## src/rtl/sha256_hashing_functions.sv

```systemverilog
// Shared SHA-256 constants and types used by the message front end.
package sha256_hashing_functions;

   localparam int BLK_W  = 512;
   localparam int WORD_W = 32;
   localparam int ID_W   = 6;
   localparam int NWORDS = BLK_W / WORD_W;
   localparam int LEN_W  = 64;

   localparam logic [7:0] PAD_MARKER = 8'h80;

   typedef enum logic {
      ST_FILL = 1'b0,
      ST_SEND = 1'b1
   } msg_state_t;

   // Word holding only the padding marker in byte 0.
   function automatic logic [WORD_W-1:0] marker_word();
      return {PAD_MARKER, {(WORD_W-8){1'b0}}};
   endfunction

endpackage

```

## src/rtl/sha256_message_build_if.sv

```systemverilog
// Word-in / block-out handshake bundle of the SHA-256 message builder.
interface sha256_message_build_if;
   import sha256_hashing_functions::*;

   logic [WORD_W-1:0] data_in;
   logic [ID_W-1:0]   data_in_id;
   logic [2:0]        data_in_bytes;
   logic              data_in_last;
   logic              data_in_valid;
   logic              data_in_ready;
   logic [BLK_W-1:0]  data_out;
   logic [ID_W-1:0]   data_out_id;
   logic              data_out_last;
   logic              data_out_valid;
   logic              data_out_ready;

   // Word source / block sink side.
   modport master (
      output data_in, data_in_id, data_in_bytes, data_in_last, data_in_valid,
      output data_out_ready,
      input  data_in_ready, data_out, data_out_id, data_out_last, data_out_valid
   );

   // The message builder itself.
   modport slave (
      input  data_in, data_in_id, data_in_bytes, data_in_last, data_in_valid,
      input  data_out_ready,
      output data_in_ready, data_out, data_out_id, data_out_last, data_out_valid
   );

endinterface

```

## src/rtl/sha256_pad_word.sv

```systemverilog
// Keeps the first n bytes of a big-endian word, zeroes the rest and
// drops the 0x80 marker into byte n when n < 4.
module sha256_pad_word
   import sha256_hashing_functions::*;
(
   input  logic [WORD_W-1:0] word_in,
   input  logic [2:0]        nbytes,
   output logic [WORD_W-1:0] word_out
);

   logic [3:0] keep;

   // Byte mask (bit 3 = byte 0) and marker insertion.
   always_comb begin
      keep = 4'b1111;
      case (nbytes)
         3'd0:    keep = 4'b0000;
         3'd1:    keep = 4'b1000;
         3'd2:    keep = 4'b1100;
         3'd3:    keep = 4'b1110;
         default: keep = 4'b1111;
      endcase
      word_out = word_in & {{8{keep[3]}}, {8{keep[2]}}, {8{keep[1]}}, {8{keep[0]}}};
      case (nbytes)
         3'd0:    word_out[31:24] = PAD_MARKER;
         3'd1:    word_out[23:16] = PAD_MARKER;
         3'd2:    word_out[15:8]  = PAD_MARKER;
         3'd3:    word_out[7:0]   = PAD_MARKER;
         default: ;
      endcase
   end

endmodule

```

## src/rtl/sha256_message_build.sv

```systemverilog
// SHA-256 message builder: packs a big-endian word stream into 512-bit
// blocks with FIPS 180-4 padding and hands them to the compressor.
module sha256_message_build
   import sha256_hashing_functions::*;
(
   input  logic                 clk,
   input  logic                 nrst,
   input  logic                 en,
   input  logic                 sync_rst,
   sha256_message_build_if.slave bus
);

   msg_state_t                     state_q, state_d;
   logic [3:0]                     widx_q, widx_d;
   logic [60:0]                    bytecnt_q, bytecnt_d;
   logic                           xtra_pend_q, xtra_pend_d;
   logic                           xtra_80_q, xtra_80_d;
   logic                           first_q, first_d;
   logic                           rdy_q, rdy_d;
   logic                           last_q, last_d;
   logic [ID_W-1:0]                id_q, id_d;
   logic [NWORDS-1:0][WORD_W-1:0]  blk_q, blk_d;

   logic [2:0]        nbytes;
   logic [WORD_W-1:0] padded;
   logic              word_hs;
   logic              blk_hs;
   logic [3:0]        slot_w;
   logic [3:0]        slot_w1;
   logic [60:0]       bytecnt_inc;
   logic [LEN_W-1:0]  len_new;
   logic [LEN_W-1:0]  len_old;

   // Non-last words always carry four bytes; out-of-range counts clamp to 4.
   assign nbytes = (bus.data_in_last && (bus.data_in_bytes < 3'd4)) ? bus.data_in_bytes : 3'd4;

   sha256_pad_word u_pad (
      .word_in  (bus.data_in),
      .nbytes   (nbytes),
      .word_out (padded)
   );

   // Slot 0 sits in the top word of the packed block, so slots index downward.
   assign slot_w      = 4'd15 - widx_q;
   assign slot_w1     = 4'd14 - widx_q;
   assign bytecnt_inc = bytecnt_q + {58'd0, nbytes};
   assign len_new     = {bytecnt_inc, 3'b000};
   assign len_old     = {bytecnt_q, 3'b000};

   assign word_hs = (state_q == ST_FILL) && rdy_q && bus.data_in_valid;
   assign blk_hs  = (state_q == ST_SEND) && bus.data_out_ready;

   assign bus.data_in_ready  = rdy_q;
   assign bus.data_out       = blk_q;
   assign bus.data_out_id    = id_q;
   assign bus.data_out_last  = last_q;
   assign bus.data_out_valid = (state_q == ST_SEND);

   // Next-state: word packing and padding in FILL, block release in SEND.
   always_comb begin
      state_d     = state_q;
      widx_d      = widx_q;
      bytecnt_d   = bytecnt_q;
      xtra_pend_d = xtra_pend_q;
      xtra_80_d   = xtra_80_q;
      first_d     = first_q;
      last_d      = last_q;
      id_d        = id_q;
      blk_d       = blk_q;

      if (word_hs) begin
         blk_d[slot_w] = padded;
         bytecnt_d     = bytecnt_inc;
         if (first_q) begin
            id_d    = bus.data_in_id;
            first_d = 1'b0;
         end
         if (!bus.data_in_last) begin
            if (widx_q == 4'd15) begin
               state_d = ST_SEND;
               last_d  = 1'b0;
            end else begin
               widx_d = widx_q + 4'd1;
            end
         end else begin
            state_d = ST_SEND;
            first_d = 1'b1;
            last_d  = 1'b0;
            if (nbytes != 3'd4) begin
               // Marker already placed inside the last word.
               if (widx_q <= 4'd13) begin
                  blk_d[1] = len_new[63:32];
                  blk_d[0] = len_new[31:0];
                  last_d   = 1'b1;
               end else begin
                  xtra_pend_d = 1'b1;
                  xtra_80_d   = 1'b0;
               end
            end else begin
               // Full last word: marker goes into the following slot if one exists.
               if (widx_q != 4'd15) begin
                  blk_d[slot_w1] = marker_word();
               end
               if (widx_q <= 4'd12) begin
                  blk_d[1] = len_new[63:32];
                  blk_d[0] = len_new[31:0];
                  last_d   = 1'b1;
               end else begin
                  xtra_pend_d = 1'b1;
                  xtra_80_d   = (widx_q == 4'd15);
               end
            end
         end
      end

      if (blk_hs) begin
         blk_d = '0;
         if (xtra_pend_q) begin
            // Length-only block, loaded on the same edge the previous block leaves.
            if (xtra_80_q) begin
               blk_d[15] = marker_word();
            end
            blk_d[1]    = len_old[63:32];
            blk_d[0]    = len_old[31:0];
            last_d      = 1'b1;
            xtra_pend_d = 1'b0;
         end else begin
            if (last_q) begin
               bytecnt_d = '0;
            end
            widx_d  = '0;
            last_d  = 1'b0;
            state_d = ST_FILL;
         end
      end

      rdy_d = (state_d == ST_FILL);

      if (sync_rst) begin
         state_d     = ST_FILL;
         widx_d      = '0;
         bytecnt_d   = '0;
         xtra_pend_d = 1'b0;
         xtra_80_d   = 1'b0;
         first_d     = 1'b1;
         rdy_d       = 1'b0;
         last_d      = 1'b0;
         id_d        = '0;
         blk_d       = '0;
      end
   end

   // State register; en low freezes everything, sync_rst still takes effect.
   always_ff @(posedge clk or negedge nrst) begin
      if (!nrst) begin
         state_q     <= ST_FILL;
         widx_q      <= '0;
         bytecnt_q   <= '0;
         xtra_pend_q <= 1'b0;
         xtra_80_q   <= 1'b0;
         first_q     <= 1'b1;
         rdy_q       <= 1'b0;
         last_q      <= 1'b0;
         id_q        <= '0;
         blk_q       <= '0;
      end else if (en || sync_rst) begin
         state_q     <= state_d;
         widx_q      <= widx_d;
         bytecnt_q   <= bytecnt_d;
         xtra_pend_q <= xtra_pend_d;
         xtra_80_q   <= xtra_80_d;
         first_q     <= first_d;
         rdy_q       <= rdy_d;
         last_q      <= last_d;
         id_q        <= id_d;
         blk_q       <= blk_d;
      end
   end

endmodule

```

## src/flat_wrapper.sv

```systemverilog
// flat-port wrapper written by rule: the top's interface ports become plain ports
module sha256_message_build_flat import sha256_hashing_functions::*;
  (clk, nrst, en, sync_rst, bus_data_in, bus_data_in_id, bus_data_in_bytes, bus_data_in_last, bus_data_in_valid, bus_data_out_ready, bus_data_in_ready, bus_data_out, bus_data_out_id, bus_data_out_last, bus_data_out_valid);
  sha256_message_build_if bus_i ();
  input  logic clk;
  input  logic nrst;
  input  logic en;
  input  logic sync_rst;
  input wire logic [$bits(bus_i.data_in)-1:0] bus_data_in;
  input wire logic [$bits(bus_i.data_in_id)-1:0] bus_data_in_id;
  input wire logic [$bits(bus_i.data_in_bytes)-1:0] bus_data_in_bytes;
  input wire logic [$bits(bus_i.data_in_last)-1:0] bus_data_in_last;
  input wire logic [$bits(bus_i.data_in_valid)-1:0] bus_data_in_valid;
  input wire logic [$bits(bus_i.data_out_ready)-1:0] bus_data_out_ready;
  output wire logic [$bits(bus_i.data_in_ready)-1:0] bus_data_in_ready;
  output wire logic [$bits(bus_i.data_out)-1:0] bus_data_out;
  output wire logic [$bits(bus_i.data_out_id)-1:0] bus_data_out_id;
  output wire logic [$bits(bus_i.data_out_last)-1:0] bus_data_out_last;
  output wire logic [$bits(bus_i.data_out_valid)-1:0] bus_data_out_valid;
  assign bus_i.data_in = bus_data_in;
  assign bus_i.data_in_id = bus_data_in_id;
  assign bus_i.data_in_bytes = bus_data_in_bytes;
  assign bus_i.data_in_last = bus_data_in_last;
  assign bus_i.data_in_valid = bus_data_in_valid;
  assign bus_i.data_out_ready = bus_data_out_ready;
  assign bus_data_in_ready = bus_i.data_in_ready;
  assign bus_data_out = bus_i.data_out;
  assign bus_data_out_id = bus_i.data_out_id;
  assign bus_data_out_last = bus_i.data_out_last;
  assign bus_data_out_valid = bus_i.data_out_valid;
  sha256_message_build u_core (.clk(clk), .nrst(nrst), .en(en), .sync_rst(sync_rst), .bus(bus_i));
endmodule
```

## config.mk

```make
export PLATFORM = sky130hd
export DESIGN_NAME = sha256_message_build_flat
export DESIGN_NICKNAME = d
export VERILOG_FILES = /design/src/rtl/sha256_hashing_functions.sv /design/src/rtl/sha256_message_build_if.sv /design/src/rtl/sha256_pad_word.sv /design/src/rtl/sha256_message_build.sv /design/src/flat_wrapper.sv
export SDC_FILE = /design/constraint.sdc
export NUM_CORES = 1
export LEC_CHECK = 0
export ABC_AREA = 1
export CORE_MARGIN = 8
export CORE_UTILIZATION = 50
export DETAILED_ROUTE_END_ITERATION = 8
export PLACE_DENSITY = 0.86
export RECOVER_POWER = 50
export SLEW_MARGIN = 10
export SYNTH_ARGS = -nofsm -noshare
export SYNTH_HDL_FRONTEND = slang
export SYNTH_SLANG_ARGS = --single-unit
```

## constraint.sdc

```tcl
create_clock -name clk -period 3 [get_ports clk]
set_input_delay 0.3 -clock clk [delete_from_list [all_inputs] [get_ports clk]]
set_output_delay 0.3 -clock clk [all_outputs]
set_load 0.1 [all_outputs]
```

### After elaboration in Yosys (flattened, before gate mapping)

Cells that the tools add are included.

| storage, ports and cells | value |
|---|---|
| flip-flop bits (word level) | 589 |
| output and inout port bits | 521 |
| word-level logic and storage cells | 138 |

| cells by class | value |
|---|---|
| add/sub/neg operators | 4 |
| order comparisons | 7 |
| equality and inequality tests | 8 |
| muxes and demuxes | 70 |
| bitwise operators | 6 |
| reductions and logical operators | 18 |

Operators by type and width:

| cell | number |
|---|---|
| 512-bit two-way mux | 5 |
| 512-bit bitwise mux | 1 |
| 496-bit bitwise AND | 1 |
| 496-bit inverter | 1 |
| 448-bit two-way mux | 1 |
| 61-bit two-way mux | 5 |
| 32-bit demux with 4-bit select | 2 |
| 64-bit two-way mux | 4 |
| 32-bit two-way mux | 4 |
| 61-bit by 3-bit adder with 61-bit output | 1 |
| 1-bit two-way mux | 33 |
| 32-bit bitwise AND | 1 |
| 8-bit two-way mux | 4 |
| 4-bit two-way mux | 6 |
| 6-bit two-way mux | 3 |
| 16-bit bitwise OR | 1 |
| 4-bit case mux with 4 select lines | 1 |
| 4-bit by 5-bit < comparator with 1-bit output, second input constant | 2 |
| 4-bit by 1-bit >= comparator with 1-bit output, second input constant | 2 |
| 4-bit less-or-equal comparator, second input constant | 2 |
| 4-bit subtractor, first input constant | 2 |
| 3-bit by 2-bit equality test with 1-bit output, second input constant | 2 |
| 1-bit logical AND | 6 |
| 3-bit inequality test, second input constant | 2 |
| 16 further kinds | 21 |

### Logic depth before layout (Yosys ltp)

Gate-level depths: netlist (run 1).

| depth | value |
|---|---|
| depth in word-level cells | 16 |
| mapped depth | 21 |

### Modules after synthesis

A second synthesis (run 1) with hierarchy kept.

| unflattened totals | value |
|---|---|
| cells, all modules | 3499 |
| area total of the unflattened synthesis | 29024.1 um^2 |

Modules (own cells, without submodules):

| module | instances | cells each | area an instance (um^2) | seq. area each (um^2) |
|---|---|---|---|---|
| sha256_message_build | 1 | 3433 | 28741.3 | 14740.4 |
| sha256_pad_word | 1 | 66 | 282.8 | 0.0 |

### Worst setup path before layout (run 1)

No wires, ideal clock.

| path | value |
|---|---|
| kind | input to register |
| start | input port bus_data_in_bytes[2] |
| end | register u_core.blk_q (netlist bit u_core.bus.data_out[35]) |
| setup time | 0.120 ns |
| data arrival time | 2.546 ns |
| path slack | 0.334 ns |
| cell stages on the path | 17 |
| path buffers | 1 |
| cells stage by stage | inv_1 > nand2_1 > buf_2 > nor2_1 > ha_1 > inv_1 > fa_1 > o21ai_1 > nand2_1 > nor2_1 > nand3_1 > nand2_1 > nand2_1 > nand3_1 > nand2_1 > nand2_1 > nand2_1 |

| on the way | value |
|---|---|
| cells in the longest elaborated chain, start to end | 16 |
| elaborated cells between the ends (all ways) | 22 |
| those cells by class | add/sub: 1; order compare: 1; eq/ne: 4; mux: 12; bitwise: 2; reduce/logical: 2 |

Ends and longest elaborated chain:

| element | line | text |
|---|---|---|
| from (decl) | flat_wrapper.sv:11 | `input wire logic [$bits(bus_i.data_in_bytes)-1:0] bus_data_in_bytes;` |
| 3-bit < comparator | sha256_message_build.sv:35 | `assign nbytes = (bus.data_in_last && (bus.data_in_bytes < 3'd4)) ? bus.data_in_bytes : 3'd4;` |
| 1-bit logical AND | sha256_message_build.sv:35 |  |
| 3-bit two-way mux (*) | sha256_message_build.sv:35 |  |
| parallel branches: the longest is 9 deep, another holds 61-bit by 3-bit adder with 61-bit output | n/a |  |
| 512-bit two-way mux (*) | sha256_message_build.sv:78 | `if (!bus.data_in_last) begin` |
| 512-bit two-way mux (*) | sha256_message_build.sv:71 | `if (word_hs) begin` |
| 512-bit two-way mux (*) | sha256_message_build.sv:116 | `if (blk_hs) begin` |
| 512-bit two-way mux (*) | sha256_message_build.sv:139 | `if (sync_rst) begin` |
| to (signal assigned) | sha256_message_build.sv:176 | `blk_q <= blk_d;` |
| to (decl) | sha256_message_build.sv:22 | `logic [NWORDS-1:0][WORD_W-1:0] blk_q, blk_d;` |

Mark *: on every way between the ends. The select of a mux whose other input is x is not followed.
A chain may end at the register's enable or synchronous reset.

### Final worst setup path (run 1)

| path | value |
|---|---|
| start | register u_core.widx_q[0] |
| end | register u_core.blk_q (netlist bit u_core.bus.data_out[29]) |

| on the way | value |
|---|---|
| cells in the longest elaborated chain, start to end | 14 |
| elaborated cells between the ends (all ways) | 26 |
| those cells by class | add/sub: 2; order compare: 6; eq/ne: 1; mux: 13; bitwise: 2; reduce/logical: 2 |

Ends and longest elaborated chain:

| element | line | text |
|---|---|---|
| from (decl) | sha256_message_build.sv:14 | `logic [3:0] widx_q, widx_d;` |
| from (signal assigned) | sha256_message_build.sv:168 | `widx_q <= widx_d;` |
| 4-bit subtractor, on equally long branches | sha256_message_build.sv:44, sha256_message_build.sv:45 |  |
| 4-bit by 5-bit < comparator with 1-bit output (not written as such) (tied with other cells) | sha256_message_build.sv:72 | `blk_d[slot_w] = padded;` |
| 1-bit logical AND, on equally long branches | sha256_message_build.sv:72, sha256_message_build.sv:102 |  |
| 32-bit two-way mux, on equally long branches | sha256_message_build.sv:72, sha256_message_build.sv:102 |  |
| 32-bit demux with 4-bit select | n/a |  |
| 512-bit bitwise mux or 496-bit inverter (tied branches) | n/a |  |
| 496-bit bitwise AND (no line) | n/a |  |
| 512-bit two-way mux | sha256_message_build.sv:101 | `if (widx_q != 4'd15) begin` |
| 64-bit two-way mux | sha256_message_build.sv:104 | `if (widx_q <= 4'd12) begin` |
| 64-bit two-way mux | sha256_message_build.sv:89 | `if (nbytes != 3'd4) begin` |
| 512-bit two-way mux (*) | sha256_message_build.sv:78 |  |
| 512-bit two-way mux (*) | sha256_message_build.sv:71 |  |
| 512-bit two-way mux (*) | sha256_message_build.sv:116 |  |
| 512-bit two-way mux (*) | sha256_message_build.sv:139 |  |

Every way passes the cells marked *; elsewhere a longest branch is shown, timed or not. The select of a mux whose other input is x is not followed.

==> metrics list, run 1 <==
- Input and output buffers added on the ports amount to 568.
- First-pass DRT Iterations: 8
- The signal on the critical path passes through ha_1 -> clkinv_1 -> nand2_1 -> nand2_1 -> nand3_1 -> nand2_1 -> nand2_1 -> nand2_1 -> nand2_1 -> o21ai_1 -> nand2_1 -> nand2_1 -> nand2_1.
- Power dissipated by switching net loads: 6.98 mW
- RSZ-0062 raised after global routing: no
- The die covers 64700 µm².
- # nets final: 4051
- Fraction of registers with async set/reset: 1.00
- Among all stages on the critical path, the largest delay is contributed by sky130_fd_sc_hd__dfrtp_1.
* Count of instances resized after the clock tree is built: 0
- Fill cells in the final layout number 4815.
- ANT nets after route: 0
* Skew-Pair Late Insertion Delay: 0.66 ns
- Maximum buffer depth of the clock tree: 3
- The tightest min-delay check is of the in -> reg type.
- The worst setup path is of the reg -> reg kind.
* Fin Setup TNS: 0 ns
- Share of cells above drive strength 1: 0.155
- The number of global-route vias before repair was 27.4k.
* Post-Syn Area: 28400 µm²
- In this run the clock root is driven by a sky130_fd_sc_hd__clkbuf_16.
- Setup violations remaining at the end of the flow were counted as 0.
- Count of buffer and inverter cells on the critical path: 1
* Antenna cell count: 0
- The initialized floorplan defines 87 standard-cell rows.
- STA puts the critical path data required time at 3.53 ns.
* Crit share post-route: 0.919
- Area growth syn-to-layout: 26.3%
* Crit path max fanout: 7
- Clock Skew: 0.0413 ns
* Effective utilization at floorplan: 0.505
* Number of instances in the synthesized netlist: 3391
- Global-route wire length before repair: 183 mm
- Power share of the combinational group: 0.203
* DRC violation total after the first TritonRoute iteration: 3708
- Most common flop cell mapped by yosys: sky130_fd_sc_hd__dfrtp_1
- Wire length reported by the detailed router: 126 mm
* Combinational family with the most area after synthesis: simple AND/OR/NAND/NOR gates
- The number of nets in the synthesized netlist is 3450.
* Die width: 254 µm
- Yosys mapped a number of flops with a built-in enable equal to 0.
- The run finished, with violations left.
* Total placed cells including tap cells: 4681
- In this run, CTS created clock tree buffers numbering 60.
- Of the total synthesized cell area, the portion taken by full adders, half adders and majority gates is 0.00511.
- Register share of total power: 0.413
* Pin count of the biggest net entering global routing: 74
* Multiplexer fraction of the synthesized cell area: 0.000705
- Minimum period implied by the final worst setup slack: 2.76 ns
- The multi-input combinational cells in the finished layout cover a total of 12100 µm².
* Dpl hpwl: 90.1 mm
- For the pin with the worst max-slew slack, the measured transition is 2.07 ns.
- Chip height: 254 µm
- The number of antenna violations at the first check in global routing was 3.
- Summed over all layers, the global routing overflow is 0.
* Clock network fraction of total power: 0.384
* Io pins: 569
- In the global route stage, overall resource usage came out at 0.376.
- Synth warnings: 0
* Crit path DAT: 3.29 ns
* Clock slew at reported path FFs: 0.07 ns
* Synth unique cells: 48
* Maximum VDD drop: 0.491 mV
- Crit-path leading delay family: simple AND/OR/NAND/NOR gates
- CTS tree: done
* Area fraction in and, or, nand and nor cells after synthesis: 0.208
- Max Slew Vio Count: 70
- STA classifies the critical path startpoint as a register.
- Proportion of synthesized chip area in sequential cells: 0.519
* Sequential cell area: 14700 µm²
* Max Cap Violations: 1
- Dividing the synthesized area by the synthesized cell count gives 8.38 µm².
- Synthesized-area fraction occupied by ao, oa, aoi and oai cells: 0.195
- Clk sink count: 589
- Counting flops and latches in the post-synthesis netlist gives 589.
- Of the total synthesized cell area, the portion taken by XOR and XNOR cells is 0.0129.
* Nature of the critical path endpoint: register
- In this design, the critical path's most frequently occurring cell is sky130_fd_sc_hd__nand2_1.
* Headroom to the max-slew limit: -0.377
* Switching part of the total power: 0.341
- In the routed layout, each cell is associated on average with a via count of 6.09.
- Largest stage delay on the critical path: 0.45 ns
- Leakage component of the power: 15.9 nW
- The final reports fail on capacitance limit, slew limit.
- In this run the number of H-tree levels came out at 2.
- After floorplanning, the core was sized to cover 56300 µm².
* Power density cells: 571 nW/µm²
- Vias: 29.2k
- The final-report hold violation count came to 0.
- FMAX: 363 MHz
- For this run, the number of standard cells in the final layout without fillers is 4798.
- Cell internal power was estimated by the tool at 13.5 mW.
- Routability congestion estimate: 1.04
* Average wire length per cell after detail routing: 26.3 µm
- Detailed-route DRC error count: 0
==> final timing paths <==
| kind | slack, ns | end | depth (start not counted) | startpoint |
|---|---|---|---|---|
| max | 0.24 | u_core.bus.data_out[29] | 13 | u_core.widx_q[0] |
| min | 0.31 | u_core.bus.data_out_id[0] | 2 | bus_data_in_id[0] |
| max reg2reg | 0.24 | u_core.bus.data_out[29] | 13 | u_core.widx_q[0] |
| min reg2reg | 0.50 | u_core.bus.data_out_id[5] | 1 | u_core.bus.data_out_id[5] |
| max in group asynchronous | 0.46 | u_core.bus.data_out[109] | 4 | nrst |
| min in group asynchronous | 0.77 | u_core.bus.data_out[190] | 2 | nrst |
==> area by class of cell <==
class | count | area share
tap | 756 | 0.0264
timing repair buffer | 777 | 0.150
multi-input combinational | 2385 | 0.336
sequential | 589 | 0.411
clock buffer | 86 | 0.0485
clock inverter | 26 | 0.00910
inverter | 179 | 0.0187
==> cell usage after synthesis, types with 10 or more instances <==
master	number	share of area
sky130_fd_sc_hd__a211oi_1	423	0.11
sky130_fd_sc_hd__a21oi_1	131	0.023
sky130_fd_sc_hd__a22oi_1	17	0.0045
sky130_fd_sc_hd__a32o_1	10	0.0035
sky130_fd_sc_hd__buf_1	29	0.0038
sky130_fd_sc_hd__buf_2	81	0.014
sky130_fd_sc_hd__clkbuf_1	124	0.016
sky130_fd_sc_hd__dfrtp_1	588	0.52
sky130_fd_sc_hd__ha_1	10	0.0044
sky130_fd_sc_hd__inv_1	159	0.021
sky130_fd_sc_hd__inv_2	16	0.0021
sky130_fd_sc_hd__nand2_1	682	0.090
sky130_fd_sc_hd__nand3_1	96	0.017
sky130_fd_sc_hd__nor2_1	642	0.085
sky130_fd_sc_hd__nor2_4	17	0.0067
sky130_fd_sc_hd__nor3_1	16	0.0028
sky130_fd_sc_hd__o211ai_1	19	0.0050
sky130_fd_sc_hd__o21ai_0	190	0.033
sky130_fd_sc_hd__o21ai_1	23	0.0041
sky130_fd_sc_hd__xor2_1	39	0.012
==> per-stage QoR <==
step           total power [mW]  utilization  instance area (µm²)  setup slack [ns]  hold WS [ns]
6_report                   20.5        0.637                35900             0.243         0.307
5_1_grt                    21.0        0.637                35900             0.112         0.304
4_1_cts                    20.5        0.656                36900             0.205         0.244
3_5_place_dp               12.8        0.619                34800            -0.192         0.319
3_3_place_gp               12.7        0.619                34800            -0.156         0.316
2_1_floorplan              11.3            -                28400             0.334       0.00441
==> placed cells by master (no fill, tap or decap), types with 39 or more instances in the layout <==
| cell | Yosys | routed |
|---|---|---|
| sky130_fd_sc_hd__inv_1 | 159 | 158 |
| sky130_fd_sc_hd__clkdlybuf4s50_1 | 0 | 49 |
| sky130_fd_sc_hd__a211oi_1 | 423 | 423 |
| sky130_fd_sc_hd__nor2_1 | 642 | 640 |
| sky130_fd_sc_hd__xor2_1 | 39 | 39 |
| sky130_fd_sc_hd__dfrtp_1 | 588 | 588 |
| sky130_fd_sc_hd__nand3_1 | 96 | 96 |
| sky130_fd_sc_hd__buf_4 | 2 | 416 |
| sky130_fd_sc_hd__o21ai_0 | 190 | 190 |
| sky130_fd_sc_hd__a21oi_1 | 131 | 130 |
| sky130_fd_sc_hd__clkbuf_1 | 124 | 278 |
| sky130_fd_sc_hd__nand2_1 | 682 | 681 |
| sky130_fd_sc_hd__clkbuf_16 | 0 | 60 |
==> flip-flops by register name (all words and copies together), names as in the netlist <==
signal,cells
u_core.xtra_80_q,1
u_core.xtra_pend_q,1
u_core.bus.data_out_id,6
u_core.bus.data_out,512
u_core.widx_q,4
u_core.bus.data_out_last,1
u_core.bus.data_out_valid,1
u_core.first_q,1
u_core.bytecnt_q,61
u_core.bus.data_in_ready,1
==> worst reg2reg max path, delay by kind of cell (launching register included) <==
| family | cells | cell delay (ns) |
|---|---|---|
| AND/OR/NAND/NOR | 10 | 1.71 |
| buffers and inverters | 1 | 0.12 |
| AO/OA/AOI/OAI | 1 | 0.12 |
| adder cells (fa/ha/maj) | 1 | 0.28 |
| flip-flops | 1 | 0.45 |
==> power by group through the flow <==
stage                     Sequential [mW]  Clock, mW  Combinational, mW
after global routing                 8.48       8.17               4.32
after global placement               8.59          0               4.15
after CTS                            8.45       7.89               4.20
after floorplan                      10.2          0               1.08
after detailed placement             8.59          0               4.19
final                                8.47       7.86               4.15
==> metal layers <==
layer / vias to the layer above / share of wire / global-route usage
li1: 12630 / - / -
met1: 14069 / 0.36 / 0.481
met2: 2062 / 0.42 / 0.548
met3: 473 / 0.13 / 0.111
met4: 4 / 0.083 / 0.252
met5: - / 0.00016 / 0
==> kinds of logic (layout without fill, tap and decap cells) <==
family | after synthesis | count (layout)
buffers and inverters | 417 | 1068
AND/OR/NAND/NOR | 1481 | 1481
multiplexers | 2 | 2
XOR/XNOR | 41 | 41
AO/OA/AOI/OAI | 850 | 850
flip-flops | 589 | 589
adder cells (fa/ha/maj) | 11 | 11
==> timing repair <==
item	4_1_cts	5_1_grt
buffers inserted	0	4
endpoints found under the hold margin	65	0
hold buffers	1	0
endpoints found under the setup margin	0	1
(Power assumes the default switching activity.)
==> run 2: changes to the inputs <==
CELL_PAD_IN_SITES_DETAIL_PLACEMENT = 1   (was not set)
CELL_PAD_IN_SITES_GLOBAL_PLACEMENT = 1   (was not set)
CORE_UTILIZATION = 39   (was 50)
PLACE_DENSITY = 0.89   (was 0.86)
==> run 2 against run 1 <==
- the flow still finishes with violations (capacitance limit, slew limit)
- global-route usage decreased by 1.4 points
- clock-buffer cell count up 10
- sequential share of layout area decreased by 0.52 points
- clock power is 17% higher
- largest cell class unchanged
- largest power group is now the clock network
==> metrics list, run 2 (synthesized netlist as in run 1, its figures left out) <==
* Inserted Clock Buffers: 68 (+13%)
* Number of antenna violations at the first check in global routing: 5 (+2)
- The count of buffers from port buffering is 568 (unchanged).
- Maximum buffer depth of the clock tree: 3 (unchanged)
* Cell count along the critical path: 10 (-3)
- Effective utilization at floorplan: 0.391 (-0.113)
- Maximum VDD drop: 0.448 mV (-8.8%)
* Hold Vio Cnt, Final: 0 (unchanged)
- Counting stages on the worst path, the most repeated cell is sky130_fd_sc_hd__nand2_1.
- The reported leakage power came to 15.9 nW (+0.47%).
- For this design, the slowest cell found on the critical path is sky130_fd_sc_hd__dfrtp_1.
* Power density cells: 605 nW/µm² (+5.9%)
* Setup violators final: 0 (unchanged)
* Max Slew Vio Count: 55 (-21%)
* CP endpoint: u_core.bus.data_out[453]
- Startpoint of the lowest-slack register-to-register path: u_core.widx_q[0]
- # nets final: 4032 (-0.47%)
* Clock slew at reported path FFs: 0.07 ns (about the same)
- Minimum period implied by the final worst setup slack: 2.77 ns (+0.0157 ns)
* Hold Path Stages: 2 (unchanged)
- Fin worst setup slack: 0.227 ns (-0.0157 ns)
- The final weighted congestion in routability-driven placement was 1.01 (-2.2%).
- DRC violation total after the first TritonRoute iteration: 3266 (-12%)
- Crit start category: register
- The signal on the critical path passes through ha_1 -> clkinv_1 -> nor2_4 -> inv_2 -> nand2_1 -> nor2_2 -> nand2_1 -> o21ai_2 -> buf_12 -> a211oi_1.
* Clk sink count: 589 (unchanged)
- The floorplan row count came to 99 (+14%).
- The critical path starts at u_core.widx_q[0].
- The remaining design rule violation count is 0 (unchanged).
* Via count of the first global-routing pass: 32.1k (+17%)
- Die width: 286 µm (+12%)
- FF-to-FF path depth: 10 (-3)
* Required time at the endpoint of the critical path: 3.47 ns (-0.06 ns)
* ANT nets after route: 0 (unchanged)
- Area growth syn-to-layout: 27.9%
* Chip height: 286 µm (+12%)
- Deepest level of the CTS H-tree: 3 (+1)
- The share of the clock period used by the worst path after layout was 0.924 (+0.00523).
- Overall Global Routing Usage: 0.362 (-0.0137)
* Headroom to the max-slew limit: -0.147 (+0.230)
- Post-DP Area: 35000 µm² (+0.41%)
* Commonest cells after routing, fill and taps aside: sky130_fd_sc_hd__nand2_1 (680), sky130_fd_sc_hd__nor2_1 (640), sky130_fd_sc_hd__dfrtp_1 (588), sky130_fd_sc_hd__a211oi_1 (423), sky130_fd_sc_hd__buf_4 (392)
- Type of the tightest min-delay check: in -> reg
* Setup slack, reg-to-reg: 0.23 ns (-0.02 ns)
* Clock Skew: 0.0394 ns (-0.00190 ns)
- The worst stage delay on the critical path came to 0.46 ns (about the same).
- The worst setup path is of the reg -> reg kind.
* Die footprint: 81700 µm² (+26%)
* Destination of the worst register-to-register timing path: u_core.bus.data_out[453]
- RSZ-0062 raised after global routing: no
- The kind of cell with the highest combined delay along the critical path is simple AND/OR/NAND/NOR gates.
- The post-placement setup slack was -0.210 ns (-0.0177 ns).
* Core region area: 72600 µm² (+29%)
* Post-route core utilization: 0.500 (-0.137)
- The flow ran to the end, but the final reports show violations.
- Leaving out fill and tap cells, the most frequent cell in the layout is sky130_fd_sc_hd__nand2_1.
- The count of TritonRoute iterations in the first routing pass was 5 (-3).
* Max FFs per register: 512 (unchanged)
- The area of all placed cells without fillers came to 36300 µm² (+1.3%).
- The total number of vias came to 30.7k (+5.1%).
- The clock insertion delay at the later pin of the skew report is 0.64 ns (-0.02 ns).
- Crit path DAT: 3.24 ns (-0.05 ns)
- The total detailed-routing wirelength came to 154 mm (+22%).
* Failing checks: capacitance limit, slew limit
- The global-route wire length before repair came to 223 mm (+22%).
- Count of buffer and inverter cells on the critical path: 3 (+2)
* Via-to-Cell Ratio: 6.17 (+1.2%)
* Slew at the pin with the worst max-slew slack: 1.72 ns (-0.345 ns)
* Share of cells above drive strength 1: 0.154 (-0.00122)
* Fin Setup TNS: 0 ns (unchanged)
- Cell at the root of the clock tree: sky130_fd_sc_hd__clkbuf_16
- Average wire length per cell after detail routing: 30.9 µm (+17%)
* Overall overflow remaining after global route: 0 (unchanged)
* Nature of the critical path endpoint: register
- The pin count of the biggest net entering global routing was 75 (+1.4%).
- The max-cap violation count came to 2 (+1).
* Dpl hpwl: 104 mm (+16%)
* FMAX: 361 MHz (-0.57%)
- TritonCTS built the clock tree.
- Crit path max fanout: 31 (+24)
* Io pins: 569 (unchanged)
==> run 2: cell count changes in the layout (fill, tap and decap cells not counted), moves of 3 or more <==
cell / change
sky130_fd_sc_hd__clkbuf_4: +5
sky130_fd_sc_hd__clkdlybuf4s50_1: -3
sky130_fd_sc_hd__clkbuf_1: -8
sky130_fd_sc_hd__clkbuf_2: -3
sky130_fd_sc_hd__bufinv_16: +3
sky130_fd_sc_hd__clkbuf_16: +9
sky130_fd_sc_hd__clkinv_2: -5
sky130_fd_sc_hd__clkbuf_8: +5
sky130_fd_sc_hd__buf_4: -24
==> run 2: area by class of cell <==
class,count,area [µm²]
tap,959,1200
inverter,179,672
timing repair buffer,750,5210
multi-input combinational,2385,12100
fill,8632,36300
clock buffer,96,2020
sequential,589,14700
antenna,1,2.50
clock inverter,23,399
==> run 2: timing repair <==
| item | 4_1_cts | 5_1_grt |
|---|---|---|
| hold endpoints to repair | 40 | 0 |
| setup buffers | 0 | 0 |
| setup endpoints to repair | 0 | 4 |
| hold buffers | 1 | 0 |
| resized for setup | 0 | 1 |
==> run 2: worst register-to-register path: stages, from the launching register on <==
cell                       delay (ns)
sky130_fd_sc_hd__dfrtp_1         0.46
sky130_fd_sc_hd__ha_1            0.28
sky130_fd_sc_hd__clkinv_1        0.12
sky130_fd_sc_hd__nor2_4          0.05
sky130_fd_sc_hd__inv_2           0.35
sky130_fd_sc_hd__nand2_1         0.27
sky130_fd_sc_hd__nor2_2          0.31
sky130_fd_sc_hd__nand2_1         0.15
sky130_fd_sc_hd__o21ai_2         0.25
sky130_fd_sc_hd__buf_12          0.25
sky130_fd_sc_hd__a211oi_1        0.13
==> run 2: power breakdown <==
part | internal [mW] | switching, mW | leakage (nW)
combinational | 0.794 | 3.48 | 6.61
clock | 5.42 | 3.77 | 1.19
sequential | 8.20 | 0.293 | 8.15
total | 14.4 | 7.55 | 15.9
==> run 2: how the worst min path moves through the flow <==
stage                                      to              start  slack (ns)
floorplan            u_core.bus.data_in_ready               nrst       0.004
global placement     u_core.bus.data_out[425]               nrst        0.29
detailed placement   u_core.bus.data_out[422]               nrst        0.29
CTS                  u_core.bus.data_out[422]               nrst        0.25
global route        u_core.bus.data_out_id[0]  bus_data_in_id[0]        0.35
finish              u_core.bus.data_out_id[0]  bus_data_in_id[0]        0.35
==> run 2: routing by layer <==
layer	up-vias	wire length, µm	track usage	part of all wire
met1	15404	56100	0.427	0.36
met2	2043	68600	0.562	0.45
li1	12582	-	-	-
met5	-	41	0	0.00027
met4	6	14000	0.270	0.091
met3	693	15200	0.0999	0.099
==> run 2: stage by stage <==
| stage | instances | hold slack (ns) | total power [mW] |
|---|---|---|---|
| 2_1_floorplan | 3391 | 0.00441 | 11.3 |
| 3_3_place_gp | 4861 | 0.293 | 12.8 |
| 3_5_place_dp | 4861 | 0.291 | 12.9 |
| 4_1_cts | 4981 | 0.252 | 22.0 |
| 5_1_grt | 4981 | 0.354 | 22.4 |
| 6_report | 4982 | 0.354 | 22.0 |
